`src/rtl/spi_temp_sensor_mc_pkg.sv`:
```
// Shared types and constants for the multi-channel SPI temperature sensor.
package spi_temp_pkg;

    typedef enum logic [1:0] {
        IDLE = 2'd0,
        ADDR = 2'd1,
        DATA = 2'd2
    } state_e;

    localparam logic [15:0] RESET_VAL_DEF = 16'h0B9F;

    // Address bits per frame; a single channel still takes one address bit.
    function automatic int ch_width(input int n);
        if (n <= 1) return 1;
        return $clog2(n);
    endfunction

endpackage

```
`src/rtl/spi_temp_sensor_mc_sync.sv`:
```
// Two-flop synchronizer with registered rise/fall pulses for an SPI pin sampled on clk.
module spi_pin_sync #(
    parameter logic RST_VAL = 1'b0
) (
    input  logic clk,
    input  logic rst_n,
    input  logic pin_i,
    output logic rise_o,
    output logic fall_o
);

    logic       meta_q;
    logic       sync_q;
    logic       prev_q;
    logic       rise_q;
    logic       fall_q;
    logic [2:0] arm_q;

    // arm_q hides the first real pin level after reset so a pin already
    // away from RST_VAL does not look like a fresh edge.
    always_ff @(posedge clk or negedge rst_n) begin
        if (!rst_n) begin
            meta_q <= RST_VAL;
            sync_q <= RST_VAL;
            prev_q <= RST_VAL;
            rise_q <= 1'b0;
            fall_q <= 1'b0;
            arm_q  <= '0;
        end else begin
            meta_q <= pin_i;
            sync_q <= meta_q;
            prev_q <= sync_q;
            arm_q  <= {arm_q[1:0], 1'b1};
            rise_q <= arm_q[2] & sync_q & ~prev_q;
            fall_q <= arm_q[2] & ~sync_q & prev_q;
        end
    end

    assign rise_o = rise_q;
    assign fall_o = fall_q;

endmodule

```
`src/rtl/spi_temp_sensor_mc.sv`:
```
// Multi-channel SPI mode-0 temperature slave: address in, selected word out MSB first.
//   state | meaning
//   IDLE  | deselected, sdo and sdo_oe low
//   ADDR  | shifting in CH_W address bits on sck rise
//   DATA  | shifting the selected word out on sck fall
module spi_temp_sensor_mc
    import spi_temp_pkg::*;
#(
    parameter int          DATA_W    = 16,
    parameter int          N_CH      = 4,
    parameter logic [15:0] RESET_VAL = RESET_VAL_DEF,
    parameter bit          BURST_EN  = 1'b1
) (
    input  logic                   clk,
    input  logic                   rst_n,
    input  logic [N_CH*DATA_W-1:0] temp_in,
    input  logic [N_CH-1:0]        temp_valid,
    input  logic                   cs_n,
    input  logic                   sck,
    input  logic                   sdi,
    output logic                   sdo,
    output logic                   sdo_oe,
    output logic                   busy,
    output logic                   word_done
);

    localparam int CH_W  = ch_width(N_CH);
    localparam int CNT_W = $clog2(((DATA_W > CH_W) ? DATA_W : CH_W) + 1);

    logic              cs_rise, cs_fall, sck_rise, sck_fall;
    logic              sdi_meta_q, sdi_sync_q;
    logic [DATA_W-1:0] hold_q [N_CH];

    state_e            state_q;
    logic [CNT_W-1:0]  cnt_q;
    logic [CH_W-1:0]   addr_q, ch_q, ch_nxt;
    logic [DATA_W-1:0] shift_q, shift_sl, addr_word, ch_nxt_word;
    logic              spent_q, sdo_q, sdo_oe_q, busy_q, word_done_q;

    spi_pin_sync #(.RST_VAL(1'b1)) u_cs_sync (
        .clk    (clk),
        .rst_n  (rst_n),
        .pin_i  (cs_n),
        .rise_o (cs_rise),
        .fall_o (cs_fall)
    );

    spi_pin_sync #(.RST_VAL(1'b0)) u_sck_sync (
        .clk    (clk),
        .rst_n  (rst_n),
        .pin_i  (sck),
        .rise_o (sck_rise),
        .fall_o (sck_fall)
    );

    always_ff @(posedge clk or negedge rst_n) begin
        if (!rst_n) begin
            sdi_meta_q <= 1'b0;
            sdi_sync_q <= 1'b0;
        end else begin
            sdi_meta_q <= sdi;
            sdi_sync_q <= sdi_meta_q;
        end
    end

    always_ff @(posedge clk or negedge rst_n) begin
        if (!rst_n) begin
            for (int k = 0; k < N_CH; k++) hold_q[k] <= DATA_W'(RESET_VAL);
        end else begin
            for (int k = 0; k < N_CH; k++) begin
                if (temp_valid[k]) hold_q[k] <= temp_in[k*DATA_W +: DATA_W];
            end
        end
    end

    // Out-of-range addresses fall through to the all-zero default.
    always_comb begin
        ch_nxt      = (ch_q == CH_W'(N_CH - 1)) ? '0 : ch_q + 1'b1;
        addr_word   = '0;
        ch_nxt_word = '0;
        for (int k = 0; k < N_CH; k++) begin
            if (addr_q == CH_W'(k)) addr_word = hold_q[k];
            if (ch_nxt == CH_W'(k)) ch_nxt_word = hold_q[k];
        end
    end

    assign shift_sl = shift_q << 1;

    always_ff @(posedge clk or negedge rst_n) begin
        if (!rst_n) begin
            state_q     <= IDLE;
            cnt_q       <= '0;
            addr_q      <= '0;
            ch_q        <= '0;
            shift_q     <= '0;
            spent_q     <= 1'b0;
            sdo_q       <= 1'b0;
            sdo_oe_q    <= 1'b0;
            busy_q      <= 1'b0;
            word_done_q <= 1'b0;
        end else begin
            word_done_q <= 1'b0;
            if (cs_rise) begin
                state_q  <= IDLE;
                sdo_q    <= 1'b0;
                sdo_oe_q <= 1'b0;
                busy_q   <= 1'b0;
            end else begin
                unique case (state_q)
                    IDLE: begin
                        if (cs_fall) begin
                            state_q  <= ADDR;
                            cnt_q    <= '0;
                            addr_q   <= '0;
                            spent_q  <= 1'b0;
                            sdo_q    <= 1'b0;
                            sdo_oe_q <= 1'b1;
                            busy_q   <= 1'b1;
                        end
                    end
                    ADDR: begin
                        if (sck_rise && cnt_q != CNT_W'(CH_W)) begin
                            addr_q <= CH_W'({addr_q, sdi_sync_q});
                            cnt_q  <= cnt_q + 1'b1;
                        end else if (sck_fall && cnt_q == CNT_W'(CH_W)) begin
                            shift_q <= addr_word;
                            sdo_q   <= addr_word[DATA_W-1];
                            ch_q    <= addr_q;
                            cnt_q   <= '0;
                            state_q <= DATA;
                        end
                    end
                    DATA: begin
                        if (sck_fall && !spent_q) begin
                            if (cnt_q != CNT_W'(DATA_W - 1)) begin
                                shift_q <= shift_sl;
                                sdo_q   <= shift_sl[DATA_W-1];
                                cnt_q   <= cnt_q + 1'b1;
                            end else begin
                                word_done_q <= 1'b1;
                                cnt_q       <= '0;
                                if (BURST_EN) begin
                                    ch_q    <= ch_nxt;
                                    shift_q <= ch_nxt_word;
                                    sdo_q   <= ch_nxt_word[DATA_W-1];
                                end else begin
                                    // Single-word frame: park on zero until deselect.
                                    shift_q <= '0;
                                    sdo_q   <= 1'b0;
                                    spent_q <= 1'b1;
                                end
                            end
                        end
                    end
                    default: state_q <= IDLE;
                endcase
            end
        end
    end

    assign sdo       = sdo_q;
    assign sdo_oe    = sdo_oe_q;
    assign busy      = busy_q;
    assign word_done = word_done_q;

endmodule
```
`config.mk`:
```
export PLATFORM = sky130hd
export DESIGN_NAME = spi_temp_sensor_mc
export DESIGN_NICKNAME = d
export VERILOG_FILES = /design/src/rtl/spi_temp_sensor_mc_pkg.sv /design/src/rtl/spi_temp_sensor_mc_sync.sv /design/src/rtl/spi_temp_sensor_mc.sv
export SDC_FILE = /design/constraint.sdc
export NUM_CORES = 1
export LEC_CHECK = 0
export CAP_MARGIN = 10
export CORE_MARGIN = 2
export CORE_UTILIZATION = 33
export CTS_CLUSTER_SIZE = 24
export DETAILED_ROUTE_END_ITERATION = 6
export MAX_ROUTING_LAYER = met4
export RECOVER_POWER = 100
export SLEW_MARGIN = 5
export SYNTH_ARGS = -nofsm -noshare
export SYNTH_HDL_FRONTEND = slang
export SYNTH_SLANG_ARGS = --single-unit
```
`constraint.sdc`:
```
create_clock -name clk -period 2.9 [get_ports clk]
set_input_delay 0.725 -clock clk [delete_from_list [all_inputs] [get_ports clk]]
set_output_delay 0.725 -clock clk [all_outputs]
set_load 0.05 [all_outputs]
```
# == After elaboration in Yosys (flattened, before gate mapping) ==
# Cells that the tools add are included.
# word_totals
mem_bits_ro,0
mem_bits_rw,0
mem_count,0
latch_bits,0
output_inout_bits,4
elab_cells,130
regBits,111
input_bits,73
# classes
n_addsub,2
n_mul,0
eq_ne,24
bitwise_logic,13
div_mod_pow,0
reduce_logical,18
n_mux,47
shift,0
n_lt_le_gt_ge,0
# op_table
operator,count
$mux W16,8
$mux W15,4
$pmux W15 S2,1
$mux W5,5
$mux W2,11
$pmux W5 S3,1
$reduce_and A5 Y1,3
$mux W1,13
$eq A2 B2 Y1 const B,6
$ne A2 B2 Y1 const B,5
$ne A3 B2 Y1 const B,3
$and A1 B1 Y1,8
$pmux W2 S2,2
$reduce_and A4 Y1,2
$reduce_bool A2 Y1,4
$eq A2 B1 Y1 const B,3
$logic_not A2 Y1,3
$pmux W2 S3,1
$reduce_and A6 Y1,1
$add A5 B1 Y5 const B,1
$eq A5 B2 Y1 const B,1
$ne A5 B2 Y1 const B,1
$ne A5 B4 Y1 const B,1
$not A1 Y1,5
other kinds (9),11

# == Longest topological paths before layout ==
# depth
ltp_word,11
mapped_depth,10
ltp_nobuf,8

# == By module ==
# Synthesis repeated with hierarchy kept, for this count alone.
# hier_totals
cells_unflattened,454
hier_area_um2,5642.9
# by_module_without_submodules
mod,cells_each,instances,area_per_inst_um2,seq_area_each_um2
spi_temp_sensor_mc,432,1,5196.2,2422.3
spi_pin_sync at u_cs_sync,11,1,225.2,203.9
spi_pin_sync at u_sck_sync,11,1,221.5,200.2

# == Least setup slack after synthesis ==
# Ideal clock, no wire load.
# synth_timing
kind,register to register
startpoint,reg cnt_q[1]
endpoint,reg shift_q[10]
path_slack_ns,0.876
synth_period_minus_slack_ns,2.024
stages_incl_launch_ff,11
arrival_time_ns,1.959
n_path_buf,2
t_required_ns,2.835
setup_time_ns,0.065
cell_sequence,dfrtp_1 ha_1 nand3_1 inv_1 ha_1 nand2_1 or2_2 clkbuf_1 buf_2 o31ai_1 o22a_1
# synth_via
elab_chain_cells,4
word_cells_on_any_way,11
cone_classes,eq/ne (5); mux (3); reduce/logical (3)
# synth_lines
element,line_no,rtl
start: declaration,spi_temp_sensor_mc.sv:35,logic [CNT_W-1:0] cnt_q;
start signal: assignment,spi_temp_sensor_mc.sv:124,cnt_q <= cnt_q + 1'b1;
start signal: assignment,spi_temp_sensor_mc.sv:138,cnt_q <= cnt_q + 1'b1;
$ne A5 B4 Y1 (tied with other cells),spi_temp_sensor_mc.sv:135,if (cnt_q != CNT_W'(DATA_W - 1)) begin
$mux W15 (tied with other cells),spi_temp_sensor_mc.sv:135,
$mux W15 or $ne A2 B2 Y1 (tied branches),n/a,
$pmux W15 S2 or $reduce_and A5 Y1 (tied branches),n/a,
end signal: assignment,spi_temp_sensor_mc.sv:126,shift_q <= addr_word;
end signal: assignment,spi_temp_sensor_mc.sv:136,shift_q <= shift_sl;
end signal: assignment,spi_temp_sensor_mc.sv:144,shift_q <= ch_nxt_word;
end: declaration,spi_temp_sensor_mc.sv:37,"logic [DATA_W-1:0] shift_q, shift_sl, addr_word, ch_nxt_word;"
# Several ways; a longest one is shown, not always the timed one. The select of a mux whose other input is x is not followed.
# A chain may end at the register's enable or synchronous reset.

# == Worst setup path in the final report ==
# layout_timing
startpoint,reg cnt_q[0]
endpoint,reg cnt_q[1]
# layout_via
elab_chain_cells,4
word_cells_on_any_way,12
cone_classes,add/sub (1); eq/ne (4); mux (4); reduce/logical (3)
# layout_lines
element,line_no,rtl
$add A5 B1 Y5 (tied with other cells),"spi_temp_sensor_mc.sv:124, spi_temp_sensor_mc.sv:138",
$mux W5 (tied with other cells),spi_temp_sensor_mc.sv:135,
$mux W5 (tied with other cells),spi_temp_sensor_mc.sv:134,if (sck_fall && !spent_q) begin
$pmux W5 S3 or $reduce_and A5 Y1 (tied branches),n/a,
# Several ways; a longest one is shown, not always the timed one. The select of a mux whose other input is x is not followed.

==> summary.md <==
| Metric | Value |
|---|---|
| Status | finished clean |
| I/O Buffers | 76 |
| Die W | 134 um |
| Synth top area cells | dfrtp_1 31%, dfstp_2 19%, mux2_2 13%, mux4_2 6.5%, nor2b_1 3.8% |
| Starting Density | 33.6% |
| FF+latch count, synth | 108 |
| Count leader, synth | dfrtp_1 |
| Post-DP Area | 0.00655 mm^2 |
| Clock Skews | 0.00803 ns |
| Fill cell count | 1582 |
| Library cells used by synthesis | 52 |
| Synth warn | 0 |
| Crit path largest cell delay | 0.76 ns |
| Post-synth net total | 535 |
| Synthesized area per cell | 12.3 um^2 |
| Htree depth | 3 |
| Slew headroom | 20.1% |
| Xor/xnor share of the synthesized area | 0% |
| Initial DRC count | 211 |
| Core area | 0.0165 mm^2 |
| Critical path fanouts, max | 6 |
| Postcts setup bufs | 0 |
| Clock Sinks | 108 |
| Layout cells sized above 1 | 29.3% |
| Largest family of logic cells by synthesized area | multiplexers |
| Crit Path Class | reg2reg |
| Mux contribution to synthesized area | 20.1% |
| Root Driver | clkbuf_16 |
| Max-cap violations | 0 |
| Reg-to-reg endpoint | cnt_q[1] |
| Top_reg_cell synth | dfrtp_1 |
| Cell Chain, Critical Path | inv_1 > ha_1 > or4b_1 > o21ai_0 > o21ai_4 > mux2_1 |
| Worst endpoint data arrival time | 2.82 ns |
| Post_cts resized | 0 |
| Mapped Area | 0.00554 mm^2 |
| Hold Path Class | reg2reg |
| Global Route Usage Sum | 16.2% |
| CTS Buf Count | 9 |
| Vias per inst | 5.22 |
| Num rows | 47 |
| Nets | 603 |
| R2R Path Start | cnt_q[0] |
| Clock insertion delay at the later pin of the skew report | 0.36 ns |
| Crit path time final | 2.57 ns |
| Clock Pin Slew Worst Setup and Hold Paths | 0.08 ns |
| Final Cycle Share | 88.5% |
| Post-CTS Hold Fix Bufs | 0 |
| Die area | 0.0178 mm^2 |
| Die Y | 134 um |
| Seq/Total Area, Yosys | 49.7% |
| CTS tree | yes |
| WP data required | 3.15 ns |
| PwrDens | 800 mW/mm^2 |
| Peak VDD IR | 0.000440 V |
| Design Area, Final | 0.00685 mm^2 |
| Routed via count | 3875 |
| Unrepaired setup endpoints after global routing | no |
| Antenna Nets Post-Route | 0 |
| Number of synthesized flops with an enable pin | 0 |
| Worst Setup EP | cnt_q[1] |
| Async set-reset flop share out of synthesis | 100% |
| Avg WL per Cell | 17.9 um |
| Post-synthesis compound-gate area fraction | 14.6% |
| Post-synth top area cell | dfrtp_1 |
| Slew @ Worst Pin | 1.20 ns |
| Startpoint types | register |
| Setup violators final | 0 |
| Area delta synth->final | 23.6% |
| Boundary pin count | 77 |
| Crit end category | register |
| R2R Setup Slk | 0.33 ns |
| Setup_tns | 0 ns |
| Longest Clk Path Bufs | 2 |
| Worst Setup SP | cnt_q[0] |
| Initial antenna violation count | 0 |
| Final Wtd Congestion | 0.825 |
| Post-Syn Instances | 449 |
| Post-DP HPWL | 8.99 mm |
| Max-slew violations | 0 |
| Post-Synth Simple-Gate Area | 8.97% |
| Drt drc | 0 |
| F_max | 390 MHz |
| Number of diodes | 0 |
| Total wire length | 13.3 mm |
| Number of global-route vias before repair | 4139 |
| Yosys top cell area share | 31.2% |
| GRT Residual Overflow | 0 |
| CP max-delay cell | o21ai_0 |
| Pre-antenna DRT Iters | 5 |
| Largest net degree at the start of global routing | 47 |
| Commonest cells in the netlist | 69 x dfrtp_1, 63 x mux2_2, 39 x dfstp_2 |
| R2R depth | 6 |
| Synth Area in Adders | 2.94% |
| First-pass GRT wire length | 21.8 mm |
| Fin. Hold Viols | 0 |
| Lkg Pwr | 2.65 nW |
## cells in the final DEF (no fill, tap or decap), types with 9 or more instances in the layout
cell type and count:
nand2_1 11, inv_1 12, o31ai_1 15, a31oi_1 14, o22a_1 15, dfrtp_1 69, nor2_1 22, mux4_2 16
a21oi_1 23, ha_1 13, a221oi_1 14, dlygate4sd3_1 11, clkdlybuf4s50_1 64, mux2_2 63, buf_4 10, dfstp_2 37
clkbuf_16 9, nor2b_1 34
## worst min-delay path by stage
stage / start / to / slack (ns) / cells after the start
floorplan: sdi_meta_q / sdi_sync_q / 0.33 / 0
global placement: u_sck_sync.arm_q[0] / u_sck_sync.arm_q[1] / 0.33 / 0
detailed placement: u_sck_sync.arm_q[1] / u_cs_sync.arm_q[2] / 0.34 / 0
CTS: u_sck_sync.arm_q[0] / u_sck_sync.arm_q[1] / 0.36 / 0
global route: sdi_meta_q / sdi_sync_q / 0.36 / 0
finish: sdi_meta_q / sdi_sync_q / 0.35 / 0
## critical path, delay by kind of cell (launching register included)
| family | cells | cell delay (ns) |
|---|---|---|
| buffers and inverters | 1 | 0.10 |
| AOI/OAI and AO/OA | 2 | 0.91 |
| DFF | 1 | 0.40 |
| adders and majority gates | 1 | 0.17 |
| and+or+nand+nor | 1 | 0.53 |
| muxes | 1 | 0.34 |
## power by group
group          switching, W  internal (W)  total, W
logic               0.00108      0.000996   0.00207
clock network      0.000586      0.000850   0.00144
registers          0.000168       0.00180   0.00197
total               0.00183       0.00364   0.00547
## stage by stage
step	hold WS (ns)	utilization, %	total power [W]	worst slack [ns]	instances
finish	0.351	41.6	0.00547	0.334	742
global route	0.360	41.6	0.00580	0.219	742
CTS	0.356	41.9	0.00555	0.561	742
detailed placement	0.338	39.8	0.00410	0.600	726
global placement	0.333	39.8	0.00401	0.736	726
floorplan	0.331	-	0.00355	0.876	449
## cell families after synthesis
| kind of cell | after synthesis |
|---|---|
| other | 1 |
| DFF | 108 |
| adders and majority gates | 13 |
| and+or+nand+nor | 87 |
| muxes | 83 |
| buffers and inverters | 47 |
| AOI/OAI and AO/OA | 110 |
## flip-flops by register name, summed over array words and instances (netlist names), 2 cells and up
register / flops
u_sck_sync.arm_q: 2
hold_q: 64
cnt_q: 5
addr_q: 2
ch_q: 2
state_q: 2
shift_q: 15
## routing by layer
layer	routed length, um	global-route usage, %	up-vias	part of all wire [%]
met4	191	5.26	0	1.4
met1	6240	20.8	1963	47
li1	-	-	1805	-
met3	481	3.42	15	3.6
met5	0	-	-	0
met2	6380	25.7	92	48
## final cells by class
class	instances	area [um^2]	area share [%]
Multi-Input combinational cell	294	2570	37.5
Sequential cell	108	2750	40.2
Clock inverter	7	124	1.81
Tap cell	220	275	4.02
Clock buffer	9	225	3.29
Inverter	12	45.0	0.658
Timing Repair Buffer	92	856	12.5
No activity file was read; power rests on OpenSTA's default activity.
